$ cat src/rtl/primo_prefetch_pkg.sv
// primo_prefetch_pkg: shared state encoding for the prime prefetcher.
package primo_prefetch_pkg;
    typedef enum logic [2:0] {
        IDLE = 3'd0,
        REQ  = 3'd1,
        SKIP = 3'd2,
        WAIT = 3'd3,
        ERR  = 3'd4
    } state_t;
endpackage

$ cat src/rtl/primo_fifo.sv
// primo_fifo: first-word-fall-through FIFO; pointers and count reset, storage not.
module primo_fifo #(
    parameter int WIDTH_LOG = 4,
    parameter int DEPTH_LOG = 2
) (
    input  logic                        clk,
    input  logic                        rst_n,
    input  logic                        push,
    input  logic                        pop,
    input  logic [(1<<WIDTH_LOG)-1:0]   din,
    output logic [(1<<WIDTH_LOG)-1:0]   dout,
    output logic [DEPTH_LOG:0]          count,
    output logic                        empty,
    output logic                        full
);
    localparam int DEPTH = 1 << DEPTH_LOG;
    logic [(1<<WIDTH_LOG)-1:0] mem [DEPTH];
    logic [DEPTH_LOG-1:0] rd_ptr, wr_ptr;
    logic do_push, do_pop;
    assign empty   = count == '0;
    assign full    = count == (DEPTH_LOG+1)'(DEPTH);
    assign do_pop  = pop && !empty;
    // a simultaneous pop frees the slot, so push at full is still legal
    assign do_push = push && (!full || do_pop);
    assign dout    = mem[rd_ptr];
    always_ff @(posedge clk)
        if (do_push) mem[wr_ptr] <= din;
    always_ff @(posedge clk or negedge rst_n)
        if (!rst_n) begin
            rd_ptr <= '0;
            wr_ptr <= '0;
            count  <= '0;
        end else begin
            if (do_push) wr_ptr <= wr_ptr + 1'b1;
            if (do_pop) rd_ptr <= rd_ptr + 1'b1;
            count <= count + (DEPTH_LOG+1)'(do_push) - (DEPTH_LOG+1)'(do_pop);
        end
endmodule

$ cat src/rtl/primo_prefetch.sv
// primo_prefetch: requests primes from primogen and buffers them on a valid/ready stream.
module primo_prefetch
    import primo_prefetch_pkg::*;
#(
    parameter int WIDTH_LOG = 4,
    parameter int DEPTH_LOG = 2
) (
    input  logic                        clk,
    input  logic                        rst_n,
    input  logic                        enable,
    output logic                        gen_go,
    input  logic                        gen_ready,
    input  logic                        gen_error,
    input  logic [(1<<WIDTH_LOG)-1:0]   gen_res,
    output logic                        out_valid,
    output logic [(1<<WIDTH_LOG)-1:0]   out_data,
    input  logic                        out_ready,
    output logic [DEPTH_LOG:0]          count,
    output logic                        busy,
    output logic                        err
);
    state_t state;
    logic push, empty, full;
    assign push      = state == WAIT && gen_ready && !gen_error;
    assign out_valid = !empty;
    primo_fifo #(.WIDTH_LOG(WIDTH_LOG), .DEPTH_LOG(DEPTH_LOG)) u_fifo (
        .clk   (clk),
        .rst_n (rst_n),
        .push  (push),
        .pop   (out_ready),
        .din   (gen_res),
        .dout  (out_data),
        .count (count),
        .empty (empty),
        .full  (full)
    );
    always_ff @(posedge clk or negedge rst_n)
        if (!rst_n) begin
            state  <= IDLE;
            gen_go <= 1'b0;
            busy   <= 1'b0;
            err    <= 1'b0;
        end else begin
            case (state)
                IDLE: if (enable && gen_ready && !err && !full) begin
                    state  <= REQ;
                    gen_go <= 1'b1;
                    busy   <= 1'b1;
                end
                REQ: begin
                    state  <= SKIP;
                    gen_go <= 1'b0;
                end
                // primogen's ready is still stale the cycle after it takes go
                SKIP: state <= WAIT;
                WAIT: if (gen_ready) begin
                    busy  <= 1'b0;
                    err   <= gen_error;
                    state <= gen_error ? ERR : IDLE;
                end
                ERR: state <= ERR;
                default: state <= IDLE;
            endcase
        end
endmodule

$ cat config.mk
export PLATFORM = sky130hd
export DESIGN_NAME = primo_prefetch
export DESIGN_NICKNAME = d
export VERILOG_FILES = /design/src/rtl/primo_prefetch_pkg.sv /design/src/rtl/primo_fifo.sv /design/src/rtl/primo_prefetch.sv
export SDC_FILE = /design/constraint.sdc
export NUM_CORES = 1
export LEC_CHECK = 0
export CORE_ASPECT_RATIO = 0.75
export CORE_UTILIZATION = 40
export DETAILED_ROUTE_END_ITERATION = 8
export GPL_ROUTABILITY_DRIVEN = 0
export PLACE_DENSITY = 0.73
export SLEW_MARGIN = 0
export SYNTH_ARGS = -nofsm -noshare
export SYNTH_HDL_FRONTEND = slang
export SYNTH_HIERARCHICAL = 1
export SYNTH_SLANG_ARGS = --single-unit
$ cat constraint.sdc
create_clock -name clk -period 3.55 [get_ports clk]
set_input_delay 0.71 -clock clk [delete_from_list [all_inputs] [get_ports clk]]
set_output_delay 0.71 -clock clk [all_outputs]
set_load 0.01 [all_outputs]
==> impl_metrics.py <==
metrics = {
    "status": {
        "status": "complete, no violations",
    },
    "synth": {
        "synth_cells": 146,
        "synth_top_cell_area_share_pct": 63.55,
        "synth_most_common_cell": "edfxtp_1",
        "yosysWarnings": 6,
        "async_reset_ff_share_pct": 16.88,
        "yosys-mux-area-fraction_pct": 12.91,
        "synth_top_family_by_area": "multiplexers",
        "synth_ff_type": "edfxtp_1",
        "synth_compound_area_share_pct": 2.151,
        "yosys.area_share.xor_xnor_pct": 1.448,
        "synth_area_mm2": 0.003024,
        "syn_area_per_cell_um2": 20.71,
        "synth_fp_nets": 174,
        "synth.area.top_cells": "edfxtp_1 64%, mux4_2 12%, dfrtp_1 11%",
        "yosysSeqAreaShare_pct": 74.31,
        "synth-edff-count": 64,
        "ys_seq_elements": 77,
        "synth_top_area_cell": "edfxtp_1",
        "yosysUniqueCellTypes": 31,
        "synth-simple-area-share_pct": 4.386,
        "netlist_top_cells_count": "64 x edfxtp_1, 16 x mux4_2, 13 x dfrtp_1",
        "synth_fa_ha_area_share_pct": 2.731,
    },
    "min_path": {
        "hp-class": "reg -> reg",
        "min-delay-start": "gen_go$_DFFE_PN0P_",
        "hold_end": "gen_go$_DFFE_PN0P_",
        "whs_path_depth": 2,
    },
    "sta": {
        "tightest_slew_ns": 0.7957,
        "setup_viol": 0,
        "rsz0062_at_grt": "false",
        "tns_ns": 0,
        "final-max-slew-violation-count": 0,
        "fin_hold_ws_ns": 0.5263,
        "skew_ns": 0.007366,
        "slew_headroom_pct": 46.95,
        "period_needed_ns": 3.025,
        "finalCritPeriodShare_pct": 85.20,
        "clock.fmax_mhz": 330.6,
        "hold_viol_final": 0,
    },
    "floorplan": {
        "die_h_um": 77.30,
        "dieWidth_um": 102.4,
        "pin_count": 45,
        "start_util_pct": 41.25,
        "core-area_mm2": 0.007331,
        "row_count": 27,
        "dieArea_mm2": 0.007916,
    },
    "power_and_ir_drop": {
        "power_density_mw_per_mm2": 730.8,
        "leakage_uw": 0.001336,
        "finalPower_uw": 2797,
        "ir_drop_uv": 399.5,
    },
    "run": {
        "drv_cap": 0,
    },
    "finish": {
        "fin_util_pct": 52.21,
        "postLayoutCellArea_mm2": 0.003827,
        "area_delta_synth_final_pct": 26.56,
        "n_antenna_cell": 0,
        "nNetsFinal": 230,
        "drive_gt1_share_pct": 22.22,
        "fillCellCount": 599,
    },
    "route": {
        "drc_errors": 0,
        "first_pass_iters": 3,
        "routed_wl_um": 5090,
        "antenna_left": 0,
        "num_vias": 1474,
        "viasPerCell": 4.786,
        "wl_per_cell_um": 16.53,
        "drt-initial-drc-count": 27,
    },
    "clock_network": {
        "clk_path_buf_depth": 2,
        "hold_buffers": 0,
        "root_buffer": "clkbuf_8",
        "cts_sinks": 77,
        "clk_latency_ns": 0.34,
        "path_clk_slew_ns": 0.08,
        "post_cts_buffers": 0,
        "cts_tree": "built",
        "cts_resized": 0,
        "cts_htree_levels": 3,
        "tritoncts.num_buffers": 9,
    },
    "global_route": {
        "grt_pass1_vias": 1547,
        "grt_max_degree": 18,
        "grt_pass1_wl_um": 7866,
        "grt_overflow": 0,
        "gr-usage-all-layers_pct": 13.93,
        "grt_antenna_before_repair": 0,
    },
    "setup_path": {
        "critPathKind": "reg -> out",
        "worstPathCellList": "buf_12, mux4_2, clkdlybuf4s50_1",
        "rr_endpoint": "u_fifo/count[2]$_DFF_PN0_",
        "path_buf_inv": 2,
        "endpoint_kind": "primary output",
        "r2r_cells": 7,
        "start_kind": "register",
        "cp_top_family": "flip-flops",
        "rrSetupSlack_ns": 1.25,
        "max_stage_delay_ns": 0.73,
        "cp.depth": 3,
        "r2r_start": "u_fifo/count[1]$_DFF_PN0_",
        "cp.required_ns": 2.84,
        "arrival_ns": 2.31,
        "cp_max_fo": 10,
        "worst_path_max_delay_cell": "dfrtp_1",
    },
    "placed_design": {
        "dpl-instance-area_mm2": 0.003621,
        "dp_hpwl_um": 3492,
        "port_buffers": 44,
    },
}
-- layer usage --
metal  GRT usage [%]  vias to the layer above  wire (µm)
met5               0                        -          0
met4           3.857                        0         60
met3           5.105                        9        243
met2           21.81                       42       2487
met1           18.23                      741       2298
li1                -                      682          -
-- worst reg2reg max path: stages, from the launching register on --
cell and delay (ns):
dfrtp_1 0.47, o31ai_2 0.47, or2_1 0.20, a21bo_1 0.22
ha_1 0.19, fa_1 0.38, xnor2_1 0.14, xnor2_1 0.12
-- cells by family after synthesis --
| logic type | Yosys count |
|---|---|
| flops | 77 |
| simple gates | 20 |
| mux | 18 |
| buf+inv | 12 |
| compound gates | 8 |
| fa+ha+maj | 6 |
| xor+xnor | 5 |
-- state kept, by name, indices dropped and copies added (netlist names) --
register and count:
busy 1, err 1, gen_go 1, state 3
u_fifo/count 3, u_fifo/mem 64, u_fifo/rd_ptr 2, u_fifo/wr_ptr 2
-- cell usage in the layout, fill, tap and decap left out --
master	n
a211oi_1	1
a21bo_1	1
a21boi_2	1
a21oi_1	1
a31o_2	1
and2_1	4
and3_2	1
buf_12	2
buf_4	3
bufinv_16	1
clkbuf_8	9
clkdlybuf4s50_1	44
clkinv_4	2
clkinvlp_4	2
dfrtp_1	13
edfxtp_1	64
fa_1	1
ha_1	5
inv_1	8
inv_6	1
inv_8	1
mux2_4	2
mux4_2	16
nand2_1	3
nand2b_1	1
nand3_1	1
nand3_2	1
nor2_1	3
nor2b_4	1
nor3_1	2
nor3b_1	1
nor3b_4	1
o21ai_0	1
o21ai_1	1
o31ai_2	1
or2_1	1
xnor2_1	4
xor2_1	1
-- how the worst max path moves through the flow --
stage	start	end	slack [ns]
finish	u_fifo/rd_ptr[0]$_DFFE_PN0N_	out_data[9]	0.53
global route	u_fifo/rd_ptr[0]$_DFFE_PN0N_	out_data[4]	0.40
CTS	u_fifo/rd_ptr[0]$_DFFE_PN0N_	out_data[4]	0.46
detailed placement	gen_ready	u_fifo/count[2]$_DFF_PN0_	0.55
global placement	gen_ready	u_fifo/count[2]$_DFF_PN0_	0.60
floorplan	gen_ready	u_fifo/count[2]$_DFF_PN0_	1.23
-- area by class of cell --
class	count	area (µm²)	area share, %
Multi-Input combinational cell	57	714.4	18.67
Clock inverter	7	82.58	2.158
Inverter	8	30.03	0.7846
Timing Repair Buffer	49	503.0	13.14
Tap cell	101	126.4	3.302
Clock buffer	9	123.9	3.236
Sequential cell	77	2247	58.71
-- metrics by stage --
step / instances / worst slack [ns]
6_report: 308 / 0.5255
5_1_grt: 308 / 0.3989
4_1_cts: 308 / 0.4603
3_5_place_dp: 292 / 0.5516
3_3_place_gp: 292 / 0.6022
2_1_floorplan: 146 / 1.231
-- power by group --
part           internal, µW  total, µW  switching (µW)  leakage (µW)
Clock                   334        662             329     0.0000980
Sequential             1090       1260             166      0.000733
Combinational           556        877             321      0.000505
(Power assumes the default switching activity.)
==> edit 1, RTL diff (same flow settings) <==
`DEPTH_LOG` is set to 2 in 2 places; all go to 3.
--- a/src/rtl/primo_fifo.sv
+++ b/src/rtl/primo_fifo.sv
@@ -2,5 +2,5 @@
 module primo_fifo #(
     parameter int WIDTH_LOG = 4,
-    parameter int DEPTH_LOG = 2
+    parameter int DEPTH_LOG = 3
 ) (
     input  logic                        clk,
--- a/src/rtl/primo_prefetch.sv
+++ b/src/rtl/primo_prefetch.sv
@@ -4,5 +4,5 @@
 #(
     parameter int WIDTH_LOG = 4,
-    parameter int DEPTH_LOG = 2
+    parameter int DEPTH_LOG = 3
 ) (
     input  logic                        clk,
Ports: changed (resized count); port bits go from 45 to 46. No check against the original RTL was run, so the function may have changed too.
==> edit 1 against the original RTL <==
- routed wire length increased by 100%
- maximum frequency decreased by 5.4%
- sequential cell count increased by 67
- hold slack got worse by 0.017 ns
- power increased by 98%
- global-route usage increased by 1.3 points
- combinational power increased by 87%
- clock power increased to 2.7 times the old value
- via count increased by 85%
- sequential power increased by 68%
- design area increased by 88%
- setup slack got worse by 0.17 ns
- synthesized area increased by 92%
- critical path type unchanged
- critical endpoint is now out_data[6]
==> edit 1: results (changes against the original RTL) <==
| Metric | Value |
|---|---|
| Fraction of area in multi-input gates | 0.2082 (was 0.1867) |
| Cell family with most CP delay | multiplexers (was flip-flops) |
| Worst slew margin | 0.4541 (was 0.4695) |
| Max incr delay on CP | 0.62 ns (was 0.73 ns) |
| Syn avg cell area | 21.26 um2 (was 20.71 um2) |
| DR WL/cell | 18.61 um (was 16.53 um) |
| Nets | 374 (was 230) |
| Placed cells | 520 (was 292) |
| DP HPWL | 6.233 mm (was 3.492 mm) |
| GR Util met3 | 0.03784 (was 0.05105) |
| First-pass GRT wire length | 16.17 mm (was 7.866 mm) |
| Crit path DAT | 2.49 ns (was 2.31 ns) |
| GRT Util Overall | 0.1520 (was 0.1393) |
| Inverter count | 9 (was 8) |
| Final Skew | 0.006548 ns (was 0.007366 ns) |
| Skew-Pair Late Insertion Delay | 0.41 ns (was 0.34 ns) |
| Vias in the first global route | 2890 (was 1547) |
| First-pass DRT Iterations | 4 (was 3) |
| Leakage | 2.499 nW (was 1.336 nW) |
| Clock share of power | 0.320 (was 0.237) |
| DP Area | 0.006598 mm2 (was 0.003621 mm2) |
| Top flop regs | u_fifo/mem (128), u_fifo/count (4) (was u_fifo/mem (64), state (3), u_fifo/count (3)) |
| Run status | finished clean (unchanged) |
| Layout cells sized above 1 | 0.2465 (was 0.2222) |
| Pin count of the biggest net entering global routing | 21 (was 18) |
| Seq/total area | 0.5901 (was 0.5871) |
| Count of non-CTS buffers in the layout | 62 (was 49) |
| Area contributors post-synth | edfxtp_1 (66%), mux4_1 (11%), dfrtp_1 (6.9%) (was edfxtp_1 (64%), mux4_2 (12%), dfrtp_1 (11%)) |
| Layout area overhead | 23.93% (was 26.56%) |
| Async set-reset flop share out of synthesis | 0.1111 (was 0.1688) |
| Synth cell types | 37 (was 31) |
| Flip-flop and latch count | 144 (was 77) |
| Worst Path Max Fanout | 20 (was 10) |
| Clock slew at reported path FFs | 0.06 ns (was 0.08 ns) |
| First DRT Iteration DRCs | 224 (was 27) |
| Fillers | 1114 (was 599) |
| Layout clock buffers | 18 (was 9) |
| Register area share after synthesis | 0.7313 (was 0.7431) |
| Mapped Nets | 303 (was 174) |
| DR vias | 2727 (was 1474) |
| P_comb | 1.64 mW (was 0.877 mW) |
| P_sw | 1.508 mW (was 0.8152 mW) |
| Post-synth EDFFs | 128 (was 64) |
| Peak supply drop | 0.0004475 V (was 0.0003995 V) |
| Multi-input comb cells | 110 (was 57) |
| Post-synth top cells | edfxtp_1 (128), mux4_1 (24), mux2_2 (18) (was edfxtp_1 (64), mux4_2 (16), dfrtp_1 (13)) |
| Post-Place Setup Slack | 0.4536 ns (was 0.5516 ns) |
edit 1: worst paths after layout:
check / from / end / slack, ns / cells past startpoint
min: gen_go / gen_go / 0.51 / 2
max in group asynchronous: rst_n / u_fifo/wr_ptr[2] / 2.37 / 1
min in group asynchronous: rst_n / u_fifo/count[3] / 0.73 / 1
max reg2reg: u_fifo/count[2] / u_fifo/mem[2][11] / 1.09 / 6
max: u_fifo/rd_ptr[1] / out_data[6] / 0.35 / 4
min reg2reg: gen_go / gen_go / 0.51 / 2
edit 1: kinds of logic after synthesis:
kind of cell / share of synthesized area
xor+xnor: 0.009056
simple gates: 0.03385
flops: 0.7313
fa+ha+maj: 0.01854
mux: 0.1790
compound gates: 0.01035
buf+inv: 0.01790
edit 1: layer usage:
metal  part of all wire  wire length [um]
met1               0.46              4763
met2               0.50              5118
met3              0.026               272
met4              0.011               116
met5                  0                 0
==> edit 2, RTL diff (config.mk and constraints unchanged) <==
Made on the original files. Re-encode `state_t` (5 states) as one-hot, 5 bits wide.
--- a/src/rtl/primo_prefetch_pkg.sv
+++ b/src/rtl/primo_prefetch_pkg.sv
@@ -1,10 +1,10 @@
 // primo_prefetch_pkg: shared state encoding for the prime prefetcher.
 package primo_prefetch_pkg;
-    typedef enum logic [2:0] {
-        IDLE = 3'd0,
-        REQ  = 3'd1,
-        SKIP = 3'd2,
-        WAIT = 3'd3,
-        ERR  = 3'd4
+    typedef enum logic [4:0] {
+        IDLE = 5'b00001,
+        REQ  = 5'b00010,
+        SKIP = 5'b00100,
+        WAIT = 5'b01000,
+        ERR  = 5'b10000
     } state_t;
 endpackage
Formal check against the unedited RTL: no difference found for any inputs over 10 cycles, from zero or initial values and one cycle with rst_n low; not proved beyond that.
==> edit 2 against the original RTL <==
- maximum frequency rose by 6.3%
- setup slack improved by 0.18 ns
- synthesized area rose by 5.7%
- power fell by 9.3%
- design area rose by 2.4%
- sequential cell count rose by 2
- die area rose by 5.6%
- non-clock buffer count rose by 2
- routed wire length rose by 2.3%
- hold slack barely moved
- critical endpoint is now out_data[13]
- largest cell class unchanged
==> edit 2: results (changes against the original RTL) <==
| Metric | Value |
|---|---|
| PD cells | 646.9 mW/mm2 (was 730.8 mW/mm2) |
| Post-synth top cells | edfxtp_1 (64), mux4_2 (16), dfrtp_1 (14) (was edfxtp_1 (64), mux4_2 (16), dfrtp_1 (13)) |
| Async set-reset flop share out of synthesis | 0.1899 (was 0.1688) |
| DP HPWL | 3.499 mm (was 3.492 mm) |
| Worst hold start | busy (was gen_go) |
| Syn avg cell area | 19.61 um2 (was 20.71 um2) |
| Clock group | 0.545 mW (was 0.662 mW) |
| First-pass GRT wire length | 8.776 mm (was 7.866 mm) |
| Crit path from | u_fifo/rd_ptr[1] (was u_fifo/rd_ptr[0]) |
| Post CTS Setup Buffer Count | 0 (unchanged) |
| Post-Place Setup Slack | 0.6404 ns (was 0.5516 ns) |
| Mapped Nets | 191 (was 174) |
| Worst slew pin tran | 0.7964 ns (was 0.7957 ns) |
| Worst Path Max Fanout | 17 (was 10) |
| Sw frac | 0.2848 (was 0.2915) |
| Worst reg2reg startpoint | state[1] (was u_fifo/count[1]) |
| Vias per cell | 4.886 (was 4.786) |
| First-pass DRT Iterations | 4 (was 3) |
| Synth cell types | 36 (was 31) |
| Register area share after synthesis | 0.7190 (was 0.7431) |
| Peak supply drop | 0.0002555 V (was 0.0003995 V) |
| Crit path DAT | 2.13 ns (was 2.31 ns) |
| Post-synthesis compound-gate area fraction | 0.03249 (was 0.02151) |
| Post-Synth XOR/XNOR Area | 0.01644 (was 0.01448) |
| Fin crit period | 2.845 ns (was 3.025 ns) |
| Max incr delay on CP | 0.86 ns (was 0.73 ns) |
| Final Skew | 0.008373 ns (was 0.007366 ns) |
| Top flop regs | u_fifo/mem (64), state (5), u_fifo/count (3) (was u_fifo/mem (64), state (3), u_fifo/count (3)) |
| Area contributors post-synth | edfxtp_1 (60%), mux4_2 (11%), dfrtp_1 (11%) (was edfxtp_1 (64%), mux4_2 (12%), dfrtp_1 (11%)) |
| P_comb | 0.808 mW (was 0.877 mW) |
| Routed wl met2 | 2.475 mm (was 2.487 mm) |
| GRT Util Overall | 0.1448 (was 0.1393) |
| DR vias | 1583 (was 1474) |
| Leakage | 1.360 nW (was 1.336 nW) |
| Nets | 246 (was 230) |
| N_diodes | 0 (unchanged) |
| GR met1 Demand/Resource | 0.1954 (was 0.1823) |
| Met3 Wirelength | 289 um (was 243 um) |
| Placed cells | 308 (was 292) |
| Fillers | 608 (was 599) |
| DR WL/cell | 16.08 um (was 16.53 um) |
| Run status | finished clean (unchanged) |
| Mux cell area share after synthesis | 0.1221 (was 0.1291) |
| R2r setup slk | 1.05 ns (was 1.25 ns) |
| First DRT Iteration DRCs | 68 (was 27) |
| DP Area | 0.003756 mm2 (was 0.003621 mm2) |
| Layout cells sized above 1 | 0.2197 (was 0.2222) |
| Post-synthesis adder-cell area fraction | 0.02583 (was 0.02731) |
| Met1 wire length | 2.387 mm (was 2.298 mm) |
[edit 2: logic make-up after synthesis]
| group | after synthesis |
|---|---|
| flip-flops | 79 |
| AND/OR/NAND/NOR | 27 |
| multiplexers | 18 |
| buffers and inverters | 14 |
| AO/OA/AOI/OAI | 13 |
| XOR/XNOR | 6 |
| adder cells (fa/ha/maj) | 6 |
[edit 2: cell type report]
| cell class | count | area (um2) | area share |
|---|---|---|---|
| Sequential cell | 79 | 2298 | 0.5863 |
| Timing Repair Buffer | 51 | 493.0 | 0.1258 |
| Multi-Input combinational cell | 70 | 812.0 | 0.2071 |
| Clock inverter | 7 | 40.04 | 0.01021 |
| Clock buffer | 9 | 123.9 | 0.03160 |
| Tap cell | 101 | 126.4 | 0.03224 |
| Inverter | 7 | 26.28 | 0.006703 |
[edit 2: worst paths after layout]
kind	endpoint	cells after the start
max	out_data[13]	2
min	busy	1
max reg2reg	u_fifo/count[2]	9
min reg2reg	busy	1
max in group asynchronous	u_fifo/count[0]	1
min in group asynchronous	state[1]	1
